--- src/rtl/esp32_rom_packer.sv ---
// esp32_rom_packer
// Turns the byte stream coming from the ESP32 SPI link into 16-bit SDRAM
// writes. Even and odd ROM bytes are paired into words and queued in a
// small FIFO, which drains into the SDRAM port. A control register at
// 0xFF000000 drives the SNES core reset and marks the end of the image.
module esp32_rom_packer #(
  parameter int FIFO_DEPTH = 4,
  parameter int ADDR_BITS  = 25
) (
  input  logic                 clk,
  input  logic                 reset_n,
  input  logic                 spi_wr,
  input  logic [31:0]          spi_addr,
  input  logic [7:0]           spi_data,
  output logic [ADDR_BITS-1:0] mem_addr,
  output logic [15:0]          mem_din,
  output logic                 mem_wr,
  input  logic                 mem_busy,
  output logic                 cpu_reset,
  output logic                 load_done,
  output logic [23:0]          bytes_loaded,
  output logic                 overflow,
  output logic                 seq_err
);

  localparam int PTR_W = $clog2(FIFO_DEPTH);
  localparam int WA_W  = ADDR_BITS - 1;   // word address width
  localparam int ENT_W = WA_W + 16;       // FIFO entry: {word address, data}
  localparam logic [PTR_W:0] DEPTH_CNT = (PTR_W + 1)'(FIFO_DEPTH);

  // Word FIFO storage and pointers
  logic [ENT_W-1:0] fifo_mem [FIFO_DEPTH];
  logic [PTR_W-1:0] wr_ptr_reg;
  logic [PTR_W-1:0] rd_ptr_reg;
  logic [PTR_W:0]   count_reg;

  // Pending even byte waiting for its odd partner
  logic             pend_valid_reg;
  logic [WA_W-1:0]  pend_addr_reg;
  logic [7:0]       pend_byte_reg;

  // Control / status registers
  logic             finish_reg;
  logic             cpu_reset_reg;
  logic             load_done_reg;
  logic [23:0]      bytes_loaded_reg;
  logic             overflow_reg;
  logic             seq_err_reg;

  // Byte decode
  logic             rom_wr;
  logic             ctrl_wr;
  logic [WA_W-1:0]  spi_word_addr;
  logic             fifo_empty;
  logic             fifo_full;
  logic             pop;

  // Pairing results for this cycle
  logic             push_req;
  logic [ENT_W-1:0] push_word;
  logic             push_ok;
  logic             overflow_set;
  logic             seq_err_set;
  logic             pend_valid_next;
  logic [WA_W-1:0]  pend_addr_next;
  logic [7:0]       pend_byte_next;
  logic [ENT_W-1:0] head_word;

  // Control has its own address byte, so it naturally wins over ROM data
  assign ctrl_wr       = spi_wr && (spi_addr[31:24] == 8'hFF);
  assign rom_wr        = spi_wr && (spi_addr[31:24] == 8'h00);
  assign spi_word_addr = spi_addr[ADDR_BITS-1:1];

  assign fifo_empty = (count_reg == '0);
  assign fifo_full  = (count_reg == DEPTH_CNT);
  assign pop        = !fifo_empty && !mem_busy;

  // A full FIFO still accepts a word when the head leaves on the same edge
  assign push_ok      = push_req && (!fifo_full || pop);
  assign overflow_set = push_req && fifo_full && !pop;

  // Pair even/odd ROM bytes into words; unmatched bytes flag a sequence error
  always_comb begin
    push_req        = 1'b0;
    push_word       = '0;
    seq_err_set     = 1'b0;
    pend_valid_next = pend_valid_reg;
    pend_addr_next  = pend_addr_reg;
    pend_byte_next  = pend_byte_reg;
    if (rom_wr) begin
      if (!spi_addr[0]) begin
        // A new even byte replaces any stale one
        seq_err_set     = pend_valid_reg;
        pend_valid_next = 1'b1;
        pend_addr_next  = spi_word_addr;
        pend_byte_next  = spi_data;
      end else begin
        push_req        = 1'b1;
        pend_valid_next = 1'b0;
        if (pend_valid_reg && (pend_addr_reg == spi_word_addr)) begin
          push_word = {spi_word_addr, spi_data, pend_byte_reg};
        end else begin
          // Orphan odd byte is still written, low byte zero-filled
          push_word   = {spi_word_addr, spi_data, 8'h00};
          seq_err_set = 1'b1;
        end
      end
    end
  end

  // FIFO storage write; the array carries no reset so it maps to RAM
  always_ff @(posedge clk) begin
    if (push_ok) begin
      fifo_mem[wr_ptr_reg] <= push_word;
    end
  end

  // FIFO pointers and occupancy
  always_ff @(posedge clk or negedge reset_n) begin
    if (!reset_n) begin
      wr_ptr_reg <= '0;
      rd_ptr_reg <= '0;
      count_reg  <= '0;
    end else begin
      if (push_ok) begin
        wr_ptr_reg <= wr_ptr_reg + 1'b1;
      end
      if (pop) begin
        rd_ptr_reg <= rd_ptr_reg + 1'b1;
      end
      case ({push_ok, pop})
        2'b10:   count_reg <= count_reg + 1'b1;
        2'b01:   count_reg <= count_reg - 1'b1;
        default: count_reg <= count_reg;
      endcase
    end
  end

  // Pending byte, control register and status flags
  always_ff @(posedge clk or negedge reset_n) begin
    if (!reset_n) begin
      pend_valid_reg   <= 1'b0;
      pend_addr_reg    <= '0;
      pend_byte_reg    <= '0;
      finish_reg       <= 1'b0;
      cpu_reset_reg    <= 1'b0;
      bytes_loaded_reg <= '0;
      overflow_reg     <= 1'b0;
      seq_err_reg      <= 1'b0;
    end else if (ctrl_wr) begin
      cpu_reset_reg <= spi_data[0];
      finish_reg    <= spi_data[1];
      if (!spi_data[1]) begin
        // Starting a new load: status restarts, queued words still drain
        pend_valid_reg   <= 1'b0;
        bytes_loaded_reg <= '0;
        overflow_reg     <= 1'b0;
        seq_err_reg      <= 1'b0;
      end
    end else begin
      pend_valid_reg <= pend_valid_next;
      pend_addr_reg  <= pend_addr_next;
      pend_byte_reg  <= pend_byte_next;
      if (rom_wr && (bytes_loaded_reg != 24'hFF_FFFF)) begin
        bytes_loaded_reg <= bytes_loaded_reg + 24'd1;
      end
      if (overflow_set) begin
        overflow_reg <= 1'b1;
      end
      if (seq_err_set) begin
        seq_err_reg <= 1'b1;
      end
    end
  end

  // Load is complete once finished, drained and nothing is half-paired
  always_ff @(posedge clk or negedge reset_n) begin
    if (!reset_n) begin
      load_done_reg <= 1'b0;
    end else begin
      load_done_reg <= finish_reg && fifo_empty && !pend_valid_reg;
    end
  end

  // The FIFO head is read asynchronously so a pushed word is presented
  // the very next cycle; outputs are zero while nothing is queued.
  assign head_word    = fifo_mem[rd_ptr_reg];
  assign mem_wr       = !fifo_empty;
  assign mem_addr     = fifo_empty ? '0 : {head_word[ENT_W-1:16], 1'b0};
  assign mem_din      = fifo_empty ? '0 : head_word[15:0];

  assign cpu_reset    = cpu_reset_reg;
  assign load_done    = load_done_reg;
  assign bytes_loaded = bytes_loaded_reg;
  assign overflow     = overflow_reg;
  assign seq_err      = seq_err_reg;

endmodule

--- config.mk ---
export PLATFORM = sky130hd
export DESIGN_NAME = esp32_rom_packer
export DESIGN_NICKNAME = d
export VERILOG_FILES = /design/src/rtl/esp32_rom_packer.sv
export SDC_FILE = /design/constraint.sdc
export NUM_CORES = 1
export LEC_CHECK = 0
export BUFFER_PORTS_ARGS = -buffer_cell sky130_fd_sc_hd__clkbuf_2
export CAP_MARGIN = 20
export CELL_PAD_IN_SITES_DETAIL_PLACEMENT = 0
export CELL_PAD_IN_SITES_GLOBAL_PLACEMENT = 1
export CORE_ASPECT_RATIO = 1.1
export CORE_MARGIN = 10
export CORE_UTILIZATION = 49
export CTS_BUF_LIST = sky130_fd_sc_hd__clkbuf_4 sky130_fd_sc_hd__clkbuf_8 sky130_fd_sc_hd__clkbuf_16
export DETAILED_ROUTE_END_ITERATION = 6
export PLACE_DENSITY_LB_ADDON = 0.2
export SLEW_MARGIN = 20
export SYNTH_ARGS = -nofsm -noshare
export SYNTH_HDL_FRONTEND = slang
export SYNTH_SLANG_ARGS = --single-unit
--- constraint.sdc ---
create_clock -name clk -period 2.4 [get_ports clk]
set_input_delay 0.48 -clock clk [delete_from_list [all_inputs] [get_ports clk]]
set_output_delay 0.48 -clock clk [all_outputs]
set_load 0.05 [all_outputs]
==> run metrics, run 1 <==
total routed wirelength=22.3 mm; netlist area before placement=9830 sq um; setup repair after global routing missed its margin=true; Largest delay share family, worst path=buffers and inverters; worst-case vdd ir drop=0.000977 V; Lkg Pwr=4.77 nW; Layout fillers=1451; number of antenna violations at the first check in global routing=0; Slowest-stage cell, CP=mux4_2; Clock Pin Slew Worst Setup and Hold Paths=0.06 ns; Tot GR Track Use=17.2%; share of post-route cells with drive strength above 1=38.4%; area used by multi-input combinational logic=3230 sq um; Std-Cell Core Area=19800 sq um; diodes inserted=0; reg2reg path depth=6; row count=54; crit path cell chain=buf_6 -> buf_12 -> buf_12 -> mux4_2 -> and2_4 -> clkbuf_16; peak clock frequency supported by timing=394 MHz; largest net degree at the start of global routing=64; First DRT Iteration DRCs=360; CP Buf/Inv Count=4; H-Tree Depth=1; most numerous cell in the Yosys netlist=edfxtp_1; Synth cell types=52; Critical Path Start Type=flop; Reg2Reg Capture Point=bytes_loaded[22]$_DFFE_PN0P_; Synth area leader=edfxtp_1; Worst Skew=0.0128 ns; Worst Setup End Kind=output pin; actual slew at the worst max-slew pin=0.847 ns; number of nets at the end of the flow=821; Pwr Total=13.9 mW; setup-violating endpoint count in the final report=40; post-route insts no fill=1039; worst setup slack for register-to-register paths=0.26 ns; violations in the final reports=setup timing; number of buffers inserted by hold repair at cts=0; Synth warnings=0; WHS=0.0696 ns; routability congestion estimate=0.863; Die Span Y=169 um; async set or reset register ratio after synthesis=30.1%; DR DRC count=0; data arrival time of the worst path=2.06 ns; DIE AREA=26100 sq um; library cell used as clock root buffer=clkbuf_16; flip-flop and latch area=6530 sq um; clk_lat worst skew=0.50 ns; minimum period implied by the final worst setup slack=2.54 ns; fraction of the cycle the final worst path needs=106%; minimum setup slack in the final design=-0.138 ns; Placement Setup Slack=0.0174 ns; most common flop cell mapped by yosys=edfxtp_1; share of the yosys chip area belonging to registers=66.5%; power per cell area=1120 nW/um^2; vias after detailed routing=5785; clock tree from TritonCTS=yes; floorplan die width=155 um; dominant cells by area after synthesis=edfxtp_1, dfrtp_1, mux4_2, and2_1, mux2_2; flip-flop and latch count after synthesis=229; post-synthesis to final-layout area growth=26.7%; global-route wire length before repair=35.8 mm; number of enable-type register cells in the synthesized netlist=160; most instantiated cells after synthesis=edfxtp_1, and2_1, dfrtp_1; launch point of the critical path=rd_ptr_reg[0]$_DFFE_PN0P_; CTS max path bufs=3; IO Port Bufs=112; Rel. slew slack=43.6%; Clock Sinks=229; slowest cell delay on critical path=0.50 ns; post-placement cell count=990; required time reported for the critical path endpoint=1.92 ns; count of mapped cells out of synthesis=620; path type of the worst setup path=flop to output pin; Yosys top cell area share=48.9%; clock buffers created by TritonCTS=23; ratio of routed vias to standard cells=5.57; number of nets with antenna violations after routing=0; Avg WL per Cell=21.4 um; number of hold-slack violations in the final timing report=0; number of primary I/O pins=114; estimated wirelength of the detail-placed design=14.6 mm; number of max-cap violations=0; via count of the first global-routing pass=6431; start of the worst register-to-register path=bytes_loaded[0]$_DFFE_PN0P_; average cell area after synthesis=15.9 sq um; Final Max Slew Viols=0; cell mode on critical path=buf_12; DRT Pass-1 Iters=4; initial cell density of the core=49.6%; setup TNS=-4.17 ns; final global-route overflow total=0; flip-flop count of the largest register after layout=160; CP max FO=7; result of the run=finished, violations left; hold crit path type=primary input to async pin
==> metrics by stage <==
stage	area, sq um	utilization (%)
2_1_floorplan	9850	-
3_3_place_gp	10900	55.3
3_5_place_dp	10900	55.3
4_1_cts	12400	62.8
5_1_grt	12400	62.9
6_report	12400	62.9
==> logic make-up (layout without fill, tap and decap cells) <==
| family | Yosys count | after routing | share of synthesized area [%] |
|---|---|---|---|
| XOR/XNOR | 38 | 38 | 3.39 |
| AND/OR/NAND/NOR | 185 | 185 | 11.3 |
| adder cells (fa/ha/maj) | 6 | 6 | 0.840 |
| other | 1 | 5 | 0.0382 |
| AO/OA/AOI/OAI | 47 | 47 | 3.20 |
| flip-flops | 229 | 229 | 66.5 |
| buffers and inverters | 40 | 203 | 1.68 |
| multiplexers | 74 | 74 | 13.1 |
==> where the power goes <==
| part | total (mW) | internal, mW | switching, mW |
|---|---|---|---|
| Combinational | 5.80 | 2.77 | 3.02 |
| Sequential | 4.31 | 4.26 | 0.0536 |
| Clock | 3.80 | 2.37 | 1.42 |
| Total | 13.9 | 9.40 | 4.50 |
==> worst register-to-register path, stage by stage (launching register included) <==
cell	delay, ns
dfrtp_1	0.43
ha_1	0.23
nand4_1	0.15
or3_1	0.50
nor4_1	0.42
nor2_1	0.07
a311oi_1	0.25
==> how the worst max path moves through the flow <==
stage | to | slack [ns] | cells after the start
2_1_floorplan | fifo_mem[0][0]$_DFFE_PP_ | 0.06 | 4
3_3_place_gp | fifo_mem[0][2]$_DFFE_PP_ | 0.04 | 7
3_5_place_dp | fifo_mem[0][3]$_DFFE_PP_ | 0.02 | 7
4_1_cts | mem_addr[7] | -0.17 | 6
5_1_grt | mem_addr[7] | -0.21 | 6
6_report | mem_addr[7] | -0.14 | 6
==> cell type report <==
cell class                 instances  area share (%)
sequential                       229            52.5
multi-input combinational        355            25.9
timing repair buffer             149            12.2
clock buffer                      28            4.97
tap                              252            2.53
clock inverter                    13            1.52
inverter                          13           0.392
==> layout by cell type, fill, tap and decap left out, types with 6 or more instances in the layout <==
| master | netlist | final |
|---|---|---|
| or3_1 | 6 | 6 |
| nand4_1 | 12 | 12 |
| mux2_2 | 34 | 34 |
| mux4_2 | 40 | 40 |
| nor3_1 | 7 | 7 |
| xor2_1 | 12 | 12 |
| edfxtp_1 | 160 | 160 |
| and2_1 | 79 | 52 |
| buf_8 | 0 | 18 |
| xnor2_1 | 26 | 26 |
| clkbuf_16 | 0 | 31 |
| and2_4 | 0 | 27 |
| dfrtp_1 | 69 | 67 |
| nand3_1 | 12 | 12 |
| nor2_1 | 17 | 17 |
| or4_1 | 7 | 7 |
| o21ai_0 | 8 | 8 |
| nand2_1 | 16 | 16 |
| clkbuf_8 | 0 | 15 |
| clkbuf_2 | 0 | 70 |
| nor4_1 | 8 | 7 |
| buf_4 | 1 | 23 |
| a21oi_1 | 14 | 14 |
| clkinv_1 | 0 | 6 |
| buf_12 | 0 | 10 |
| inv_1 | 13 | 13 |
==> metal layers <==
layer / GRT usage [%] / part of all wire (%) / up-vias
li1: - / - / 2671
met1: 21.2 / 42 / 2978
met2: 30.7 / 53 / 119
met3: 3.57 / 4.4 / 17
met4: 3.53 / 1.0 / 0
met5: 0 / 0 / -
==> timing repair <==
item / 4_1_cts / 5_1_grt
gates cloned: 4 / 0
setup endpoints to repair: 40 / 41
gates resized for setup: 120 / 19
setup buffers: 4 / 0
Note: power is estimated with default switching activity, not from simulation.
==> inputs of run 2 (changes only) <==
--- a/config.mk
+++ b/config.mk
@@ -5,17 +5,17 @@
 export SDC_FILE = /design/constraint.sdc
 export NUM_CORES = 1
 export LEC_CHECK = 0
+export ABC_AREA = 1
 export BUFFER_PORTS_ARGS = -buffer_cell sky130_fd_sc_hd__clkbuf_2
 export CAP_MARGIN = 20
 export CELL_PAD_IN_SITES_DETAIL_PLACEMENT = 0
 export CELL_PAD_IN_SITES_GLOBAL_PLACEMENT = 1
 export CORE_ASPECT_RATIO = 1.1
 export CORE_MARGIN = 10
-export CORE_UTILIZATION = 49
+export CORE_UTILIZATION = 45
 export CTS_BUF_LIST = sky130_fd_sc_hd__clkbuf_4 sky130_fd_sc_hd__clkbuf_8 sky130_fd_sc_hd__clkbuf_16
 export DETAILED_ROUTE_END_ITERATION = 6
 export PLACE_DENSITY_LB_ADDON = 0.2
-export SLEW_MARGIN = 20
 export SYNTH_ARGS = -nofsm -noshare
 export SYNTH_HDL_FRONTEND = slang
 export SYNTH_SLANG_ARGS = --single-unit
==> run 2 against run 1 <==
- the run still ends with setup timing left
- sequential power is 2% higher
- critical path depth up 1
- setup slack improved by 0.093 ns
- cell area is 9.1% higher
- worst hold slack better by 0.17 ns
- flip-flop and latch count is the same
- power up 14%
- wire length rose by 27%
- die area increased by 12%
==> run metrics, run 2 <==
result of the run=finished, violations left; violations in the final reports=setup timing; WHS=0.241 ns (+0.172 ns); DIE AREA=29400 sq um (+12%); Clock Pin Slew Worst Setup and Hold Paths=0.06 ns (about the same); Lkg Pwr=5.82 nW (+22%); most common flop cell mapped by yosys=edfxtp_1; start of the worst register-to-register path=bytes_loaded[0]$_DFFE_PN0P_; row count=58 (+7.4%); setup repair after global routing missed its margin=true; post-route insts no fill=1532 (+47%); IO Port Bufs=112 (unchanged); clk_lat worst skew=0.50 ns (about the same); cell mode on critical path=buf_12; Die Span Y=179 um (+6.0%); count of mapped cells out of synthesis=1074 (+73%); Layout fillers=1883 (+30%); Worst Setup End Kind=output pin; Reg2Reg Capture Point=bytes_loaded[19]$_DFFE_PN0P_; number of nets with antenna violations after routing=0 (unchanged); most used cells in the layout excluding fill and tap cells=nor2_1, nand2_1, edfxtp_1; Placement Setup Slack=0.277 ns (+0.260 ns); flip-flop count of the largest register after layout=160 (unchanged); path type of the worst setup path=flop to output pin; setup-violating endpoint count in the final report=24 (-40%); vias after detailed routing=7855 (+36%); required time reported for the critical path endpoint=1.92 ns (about the same); commonest non-fill, non-tap cell in the layout=nor2_1; Tot GR Track Use=19.0% (+1.8 points); area used by multi-input combinational logic=3630 sq um (+12%); DRT Pass-1 Iters=5 (+1); DR DRC count=0 (unchanged); number of max-cap violations=0 (unchanged); slowest cell delay on critical path=0.56 ns (+0.06 ns); flip-flop and latch area=6540 sq um (about the same); initial cell density of the core=45.4% (-4.3 points); Post-Layout Inst Area=13600 sq um (+9.1%); most numerous cell in the Yosys netlist=nor2_1; minimum setup slack in the final design=-0.0449 ns (+0.0930 ns); largest net degree at the start of global routing=56 (-13%); number of nets at the end of the flow=1266 (+54%); async set or reset register ratio after synthesis=30.1% (unchanged); clock buffers created by TritonCTS=23 (unchanged); number of primary I/O pins=114 (unchanged); power per cell area=1170 nW/um^2 (+4.4%); average cell area after synthesis=9.60 sq um (-39%); floorplan die width=164 um (+6.0%); dominant cells by area after synthesis=edfxtp_1, dfrtp_1, nor2_1, nand2_1, o21ai_0; hold crit path type=primary input to flop; Synth warnings=0 (unchanged); total routed wirelength=28.2 mm (+27%); Critical Path Start Type=flop; peak clock frequency supported by timing=409 MHz (+3.8%); share of the yosys chip area belonging to registers=63.4% (-3.1 points); crit path cell chain=buf_12 -> clkbuf_16 -> nor2_2 -> nor2_1 -> o21ai_1 -> a21oi_2 -> buf_12; global-route wire length before repair=43.8 mm (+22%); number of hold-slack violations in the final timing report=0 (unchanged); Yosys top cell area share=46.6% (-2.3 points); Avg WL per Cell=18.4 um (-14%); Worst Skew=0.00898 ns (-0.00378 ns); routability congestion estimate=0.829 (-3.9%); worst setup slack for register-to-register paths=0.44 ns (+0.18 ns); clock tree from TritonCTS=yes; library cell used as clock root buffer=clkbuf_16; diodes inserted=0 (unchanged); netlist area before placement=10300 sq um (+4.9%); ratio of routed vias to standard cells=5.13 (-7.9%); Final Max Slew Viols=0 (unchanged); CTS max path bufs=3 (unchanged); estimated wirelength of the detail-placed design=18.0 mm (+23%); data arrival time of the worst path=1.96 ns (-0.10 ns); number of antenna violations at the first check in global routing=1 (+1); via count of the first global-routing pass=7816 (+22%); flip-flop and latch count after synthesis=229 (unchanged); capture point of the worst path=mem_addr[8]; CP max FO=6 (-1); most instantiated cells after synthesis=nor2_1, nand2_1, edfxtp_1; area after detailed placement=12200 sq um (+11%); post-placement cell count=1475 (+49%); launch point of the critical path=rd_ptr_reg[0]$_DFFE_PN0P_; share of post-route cells with drive strength above 1=24.8% (-14 points); reg2reg path depth=10 (+4); final global-route overflow total=0 (unchanged); fraction of the cycle the final worst path needs=102% (-3.9 points); First DRT Iteration DRCs=466 (+29%); minimum period implied by the final worst setup slack=2.44 ns (-0.0930 ns); Slowest-stage cell, CP=dfrtp_4; final core occ=59.8% (-3.1 points); number of enable-type register cells in the synthesized netlist=160 (unchanged); Synth area leader=edfxtp_1; worst-case vdd ir drop=0.000561 V (-43%); H-Tree Depth=1 (unchanged); Synth cell types=33 (-37%); post-synthesis to final-layout area growth=31.7%; Clock Sinks=229 (unchanged); Std-Cell Core Area=22700 sq um (+15%)
==> run 2: how the worst min path moves through the flow <==
stage,slack (ns),to,start,cells past startpoint
floorplan,0.18,bytes_loaded[0]$_DFFE_PN0P_,reset_n,0
global placement,0.46,bytes_loaded[1]$_DFFE_PN0P_,reset_n,1
detailed placement,0.46,bytes_loaded[1]$_DFFE_PN0P_,reset_n,1
CTS,0.23,pend_byte_reg[5]$_DFFE_PN0P_,spi_data[5],3
global route,0.25,pend_byte_reg[5]$_DFFE_PN0P_,spi_data[5],3
finish,0.24,pend_byte_reg[5]$_DFFE_PN0P_,spi_data[5],3
==> run 2: layout make-up <==
class                   count  share of cell area, %
inverters                  88                   2.52
clock inverters            10                  0.958
well taps                 300                   2.76
repair buffers            159                   14.0
clock buffers              31                   4.87
multi-input cells         715                   26.8
flip-flops and latches    229                   48.1
==> run 2: layer usage <==
| layer | track usage, % | vias up | part of all wire, % |
|---|---|---|---|
| li1 | - | 3825 | - |
| met2 | 33.3 | 218 | 51 |
| met4 | 3.87 | 2 | 1.5 |
| met3 | 3.70 | 36 | 6.2 |
| met5 | 0 | - | 0.043 |
| met1 | 23.9 | 3774 | 41 |
==> run 2: stage by stage <==
stage / setup TNS [ns] / power (mW)
floorplan: -56.88 / 8.16
global placement: 0 / 11.1
detailed placement: 0 / 11.2
CTS: -0.631 / 15.5
global route: -3.27 / 16.5
finish: -0.470 / 15.8
==> run 2: logic make-up after synthesis <==
family          after synthesis  synth area share, %
flops                       229                 63.4
xor+xnor                     21                 1.78
compound gates              171                 8.39
simple gates                512                 20.5
fa+ha+maj                     6                0.801
buf+inv                     134                 5.14
other cells                   1               0.0364
==> run 2: where the power goes <==
group	total (mW)	switching (mW)	internal, mW
combinational	7.74	4.31	3.42
sequential	4.38	0.115	4.27
clock	3.72	1.47	2.25
==> run 2: worst max-delay path: cells and delay by family, from the launching register on <==
kind	cells	cell delay, ns
flops	1	0.56
compound gates	2	0.28
buf+inv	3	0.50
simple gates	2	0.11
==> run 2: what timing repair did <==
item,in CTS,in global routing
hold buffers,1,0
setup endpoints to repair,40,40
buffers inserted,3,1
endpoints found under the hold margin,29,0
pin swaps,13,48
gates cloned,5,6
resized for setup,41,89
